## src/rtl/cpu_pkg.sv

```systemverilog
// Shared CPU definitions used by the fetch front end.
// Contents:
//   XLEN          - instruction / address word width (16)
//   OPC_HLT       - opcode field value of the HLT instruction
//   INSTR_BUBBLE  - instruction value presented when no instruction is valid
//   fetch_state_e - fetch FSM states (RUN, HALT)
//   fq_entry_t    - prefetch queue entry {pc, instr}
//   is_hlt()      - opcode decode helper for HLT
package cpu_pkg;

    localparam int unsigned       XLEN         = 16;
    localparam logic [3:0]        OPC_HLT      = 4'hF;
    localparam logic [XLEN-1:0]   INSTR_BUBBLE = 16'h0000;

    typedef enum logic {
        FS_RUN  = 1'b0,
        FS_HALT = 1'b1
    } fetch_state_e;

    typedef struct packed {
        logic [XLEN-1:0] pc;
        logic [XLEN-1:0] instr;
    } fq_entry_t;

    function automatic logic is_hlt(input logic [XLEN-1:0] ins);
        return ins[XLEN-1 -: 4] == OPC_HLT;
    endfunction

endpackage

```

## src/rtl/fetch_queue.sv

```systemverilog
// Prefetch queue: circular buffer of DEPTH {pc, instr} entries.
// Ports:
//   clk, rst   - clock, synchronous active-high reset
//   flush      - empties the queue; wins over push/pop in the same cycle
//   push       - write push_data at the tail
//   push_data  - entry to write
//   pop        - drop the head entry
//   head       - current head entry (valid when !empty)
//   full/empty - occupancy flags
//   count      - current occupancy
module fetch_queue
    import cpu_pkg::*;
#(
    parameter  int unsigned DEPTH = 2,
    localparam int unsigned PW    = $clog2(DEPTH),
    localparam int unsigned CW    = $clog2(DEPTH + 1)
) (
    input  logic          clk,
    input  logic          rst,
    input  logic          flush,
    input  logic          push,
    input  fq_entry_t     push_data,
    input  logic          pop,
    output fq_entry_t     head,
    output logic          full,
    output logic          empty,
    output logic [CW-1:0] count
);

    fq_entry_t     mem_q [DEPTH];
    logic [PW-1:0] rd_ptr_q;
    logic [PW-1:0] wr_ptr_q;
    logic [CW-1:0] count_q;

    // DEPTH need not be a power of two, so pointers wrap explicitly.
    function automatic logic [PW-1:0] ptr_inc(input logic [PW-1:0] p);
        return (p == PW'(DEPTH - 1)) ? '0 : p + 1'b1;
    endfunction

    always_ff @(posedge clk) begin
        if (rst || flush) begin
            rd_ptr_q <= '0;
            wr_ptr_q <= '0;
            count_q  <= '0;
        end else begin
            if (push) wr_ptr_q <= ptr_inc(wr_ptr_q);
            if (pop)  rd_ptr_q <= ptr_inc(rd_ptr_q);
            case ({push, pop})
                2'b10:   count_q <= count_q + 1'b1;
                2'b01:   count_q <= count_q - 1'b1;
                default: count_q <= count_q;
            endcase
        end
    end

    always_ff @(posedge clk) begin
        if (push && !flush && !rst) mem_q[wr_ptr_q] <= push_data;
    end

    assign head  = mem_q[rd_ptr_q];
    assign count = count_q;
    assign empty = (count_q == '0);
    assign full  = (count_q == CW'(DEPTH));

endmodule

```

## src/rtl/fetch_unit.sv

```systemverilog
// Instruction fetch unit with prefetch queue, branch redirect and HLT handling.
// Optional feature: define FETCH_BYPASS_EN to let a response that arrives while
// the queue is empty appear on instr in its return cycle (one cycle less latency).
// Ports:
//   clk, rst            - clock, synchronous active-high reset
//   stall               - IF_ID hold; head instruction does not advance
//   alt_pc_ctrl, alt_pc - redirect strobe and target word address
//   imem_re, imem_addr  - instruction memory read request / word address
//   imem_rdata          - read data, valid one cycle after imem_re
//   instr, pc           - instruction and its address presented to IF_ID
//   instr_vld           - instr/pc valid (0 = bubble)
//   hlt                 - processor halted
module fetch_unit
    import cpu_pkg::*;
#(
    parameter int unsigned QDEPTH   = 2,
    parameter logic [15:0] RESET_PC = 16'h0000
) (
    input  logic        clk,
    input  logic        rst,
    input  logic        stall,
    input  logic        alt_pc_ctrl,
    input  logic [15:0] alt_pc,
    output logic        imem_re,
    output logic [15:0] imem_addr,
    input  logic [15:0] imem_rdata,
    output logic [15:0] instr,
    output logic [15:0] pc,
    output logic        instr_vld,
    output logic        hlt
);

    localparam int unsigned CW = $clog2(QDEPTH + 1);

    fetch_state_e  state_q;
    logic [15:0]   fetch_pc_q;
    logic [15:0]   resp_pc_q;   // address of the read currently in flight
    logic          inflight_q;
    logic          drop_q;      // in-flight response belongs to a squashed path

    logic          run;
    logic          resp_vld;
    logic          bypass;
    logic          pop_any;
    logic          halt_enter;
    logic          q_push;
    logic          q_pop;
    logic          q_flush;
    logic          q_full;
    logic          q_empty;
    logic [CW-1:0] q_count;
    logic [CW:0]   occ;
    fq_entry_t     q_head;
    fq_entry_t     q_wdata;

    assign run      = (state_q == FS_RUN) && !rst;
    assign resp_vld = run && inflight_q && !drop_q;

`ifdef FETCH_BYPASS_EN
    // A response arriving during a redirect is wrong-path; keep it off instr.
    assign bypass = resp_vld && q_empty && !alt_pc_ctrl;
`else
    assign bypass = 1'b0;
`endif

    always_comb begin
        instr     = INSTR_BUBBLE;
        pc        = fetch_pc_q;
        instr_vld = 1'b0;
        if (run) begin
            if (!q_empty) begin
                instr     = q_head.instr;
                pc        = q_head.pc;
                instr_vld = 1'b1;
            end else if (bypass) begin
                instr     = imem_rdata;
                pc        = resp_pc_q;
                instr_vld = 1'b1;
            end
        end
    end

    assign pop_any    = instr_vld && !stall;
    assign q_pop      = pop_any && !q_empty;
    // A bypassed response consumed this cycle never enters the queue.
    assign q_push     = resp_vld && !(bypass && !stall);
    assign halt_enter = pop_any && is_hlt(instr) && !alt_pc_ctrl;
    assign q_flush    = alt_pc_ctrl || halt_enter || (state_q == FS_HALT);
    assign q_wdata    = '{pc: resp_pc_q, instr: imem_rdata};

    // Slot freed by this cycle's pop counts as free: the response to a read
    // issued now lands next cycle, after the pop has taken effect.
    assign occ = {1'b0, q_count} + (CW+1)'(inflight_q) - (CW+1)'(pop_any);

    assign imem_re   = run && !(q_full && !pop_any) && (occ < (CW+1)'(QDEPTH));
    assign imem_addr = fetch_pc_q;
    assign hlt       = (state_q == FS_HALT) && !rst;

    always_ff @(posedge clk) begin
        if (rst) begin
            state_q    <= FS_RUN;
            fetch_pc_q <= RESET_PC;
            resp_pc_q  <= RESET_PC;
            inflight_q <= 1'b0;
            drop_q     <= 1'b0;
        end else begin
            case (state_q)
                FS_RUN: begin
                    inflight_q <= imem_re;
                    resp_pc_q  <= fetch_pc_q;
                    drop_q     <= alt_pc_ctrl && imem_re;
                    if (alt_pc_ctrl)  fetch_pc_q <= alt_pc;
                    else if (imem_re) fetch_pc_q <= fetch_pc_q + 16'd1;
                    if (halt_enter)   state_q <= FS_HALT;
                end
                default: begin
                    inflight_q <= 1'b0;
                    drop_q     <= 1'b0;
                end
            endcase
        end
    end

    fetch_queue #(
        .DEPTH (QDEPTH)
    ) u_queue (
        .clk       (clk),
        .rst       (rst),
        .flush     (q_flush),
        .push      (q_push),
        .push_data (q_wdata),
        .pop       (q_pop),
        .head      (q_head),
        .full      (q_full),
        .empty     (q_empty),
        .count     (q_count)
    );

endmodule

```

## config.mk

```make
export PLATFORM = sky130hd
export DESIGN_NAME = fetch_unit
export DESIGN_NICKNAME = d
export VERILOG_FILES = /design/src/rtl/cpu_pkg.sv /design/src/rtl/fetch_queue.sv /design/src/rtl/fetch_unit.sv
export SDC_FILE = /design/constraint.sdc
export NUM_CORES = 1
export LEC_CHECK = 0
export CAP_MARGIN = 20
export CORE_ASPECT_RATIO = 0.7
export CORE_MARGIN = 2
export CORE_UTILIZATION = 49
export CTS_BUF_LIST = sky130_fd_sc_hd__clkbuf_2
export DETAILED_ROUTE_END_ITERATION = 8
export PLACE_DENSITY = 0.77
export SLEW_MARGIN = 25
export SYNTH_ARGS = -nofsm -noshare
export SYNTH_HDL_FRONTEND = slang
export SYNTH_SLANG_ARGS = --single-unit
export TNS_END_PERCENT = 10
```

## constraint.sdc

```tcl
create_clock -name clk -period 5.05 [get_ports clk]
set_input_delay 1.2625 -clock clk [delete_from_list [all_inputs] [get_ports clk]]
set_output_delay 1.2625 -clock clk [all_outputs]
set_load 0.05 [all_outputs]
```

==> results <==
[cell usage after synthesis (all sizes together), types with 3 or more instances]
cell,n,area share
a211oi,3,0.0060
a21oi,19,0.021
a31oi,3,0.0041
and2,5,0.0068
and3,8,0.011
buf,16,0.017
clkbuf,11,0.0092
dfxtp,40,0.17
edfxtp,64,0.42
ha,3,0.0082
inv,6,0.0049
mux2i,48,0.10
nand2,37,0.030
nand2b,3,0.0041
nand3,12,0.014
nor2,54,0.045
nor2b,5,0.0068
nor3,4,0.0043
nor4,3,0.0041
o21ai,30,0.035
o22ai,3,0.0041
o31ai,4,0.0065
or3,3,0.0052
xnor2,4,0.0076
[worst paths after layout]
| path | start | endpoint |
|---|---|---|
| max reg2reg | flop | u_queue.mem_q[1][11]$_DFFE_PP_ |
| max | rst | imem_re |
| min reg2reg | resp_pc_q[10]$_SDFFE_PP0N_ | u_queue.mem_q[1][26]$_DFFE_PP_ |
| min | resp_pc_q[10]$_SDFFE_PP0N_ | u_queue.mem_q[1][26]$_DFFE_PP_ |
[registers in the layout, summed over array words and instances, names as in the netlist, 2 cells and up, named ones only]
name,count
imem_addr,16
resp_pc_q,16
u_queue.count,2
u_queue.mem_q,64
[cell type report]
class | count | share of cell area
flip-flops and latches | 104 | 0.453
multi-input cells | 274 | 0.291
repair buffers | 97 | 0.213
well taps | 124 | 0.0258
clock buffers | 13 | 0.0108
inverters | 6 | 0.00375
clock inverters | 3 | 0.00208
[per-stage QoR]
| stage | util | cells | area, µm² | hold slack [ns] | setup WS, ns |
|---|---|---|---|---|---|
| after floorplan | - | 411 | 4610 | 0.425 | 0.180 |
| after global placement | 0.652 | 605 | 5930 | 0.431 | 0.291 |
| after detailed placement | 0.652 | 605 | 5930 | 0.438 | 0.216 |
| after CTS | 0.660 | 621 | 6010 | 0.482 | 0.210 |
| after global routing | 0.660 | 621 | 6010 | 0.492 | 0.112 |
| final | 0.660 | 621 | 6010 | 0.478 | 0.208 |
[per-layer routing]
layer | GRT usage | wire [µm] | vias up
li1 | - | - | 1645
met1 | 0.285 | 4650 | 1630
met4 | 0.0439 | 56 | 0
met5 | 0 | 0 | -
met2 | 0.329 | 4750 | 134
met3 | 0.0692 | 816 | 10
[cell families after synthesis]
| logic type | after synthesis | synth area share |
|---|---|---|
| simple gates | 140 | 0.143 |
| flops | 104 | 0.591 |
| compound gates | 77 | 0.108 |
| mux | 48 | 0.104 |
| buf+inv | 33 | 0.0315 |
| xor+xnor | 5 | 0.00951 |
| fa+ha+maj | 4 | 0.0125 |
[critical path: stages]
cell and delay, ns:
clkdlybuf4s50_1 0.43, nor2_2 0.17, o21ai_4 0.08, nor2_1 0.09
ha_1 0.22, nand2b_1 0.15, fa_1 0.42, nor2_1 0.16
o21bai_4 0.15, and2_1 0.26, buf_12 0.17
[report_power, final]
group	switching, mW	total (mW)	internal, mW
combinational	0.173	0.305	0.132
sequential	0.0324	0.963	0.930
clock	0.245	0.315	0.0700
total	0.450	1.58	1.13
==> run summary <==
status: finished clean
RSZ-0062 raised after global routing: no
Post-CTS Setup Inserts: 0
Final Cycle Share: 0.959
worst slew pin tran: 1.05 ns
Most used DFF post-synth: edfxtp_1
R2R depth: 6
minimum clock period after layout: 4.84 ns
Worst Path Required: 3.79 ns
DRC: 0
Post-Syn Instances: 411
clk_skew: 0.0272 ns
Fillers: 700
Reg area: 0.00272 mm²
CP Class: in2out
Post-synth ARST share: 0
P_leak: 2.05 nW
RePlAce Congestion: 0.871
H-tree levels: 3
HPWL after DPL: 7000 µm
die height: 85.1 µm
Worst Setup Start Kind: input port
total number of vias: 3419
clk_lat worst skew: 0.55 ns
YS warnings: 0
IO Pins: 87
Root Buffer Master: clkbuf_2
Slew headroom: 0.302
Worst Path Max Fanout: 3
Port Buf Inserts: 86
nets@finish: 532
Setup Viol. Count Final: 0
die area: 0.0102 mm²
antenna fix cells: 0
commonest non-fill, non-tap cell in the layout: edfxtp_1
Initial Utilization: 0.506
Iteration-0 DRC Markers: 228
area of the multi-input gates: 0.00175 mm²
P&R area growth vs syn: 30.5%
Hold Crit Depth: 0
critical path arrival: 3.58 ns
Global Route Usage Sum: 0.209
initial antenna violation count: 0
pin count of the biggest net entering global routing: 52
ANT nets after route: 0
Final Max Tran Viols: 0
post-cts resize count: 0
Num CTS Buffers: 9
Clock Path Buffers: 2
CTS sink cnt: 104
commonest non-fill, non-tap cells in the layout: 64 x edfxtp_1, 53 x nor2_1, 51 x clkdlybuf4s50_1
Setup crit end kind: output pin
final hold viol count: 0
layout cells sized above 1: 0.149
maxcap violations: 0
DR pass1 iterations: 6
FP Rows: 29
Overall Power: 1.58 mW
worst vdd ir: 0.155 mV
number of synthesized flops with an enable pin: 64
clk slew on worst S/H paths: 0.24 ns
Die Wd: 120 µm
TritonCTS clock tree: built
flops & latches, synth: 104
drt total wl: 10300 µm
DR WL/cell: 16.5 µm
vias per inst: 5.51
Tightest Hold Check Type: reg2reg
mapped cell area: 0.00461 mm²
Core Area: 0.00911 mm²
setup TNS: 0 ns
reg2reg setup slack: 1.86 ns
pwr dens: 263 mW/mm²
fmax: 0.207 GHz
post-synthesis area per instance: 11.2 µm²
net count after synthesis: 451
cts hold-fix bufs: 0
first-pass GRT wire length: 16500 µm
vias in the first global route: 3279
gr ovfl total: 0
Yosys cell types: 52
register area share after synthesis: 0.591
Power figures use the tool's default switching activity.
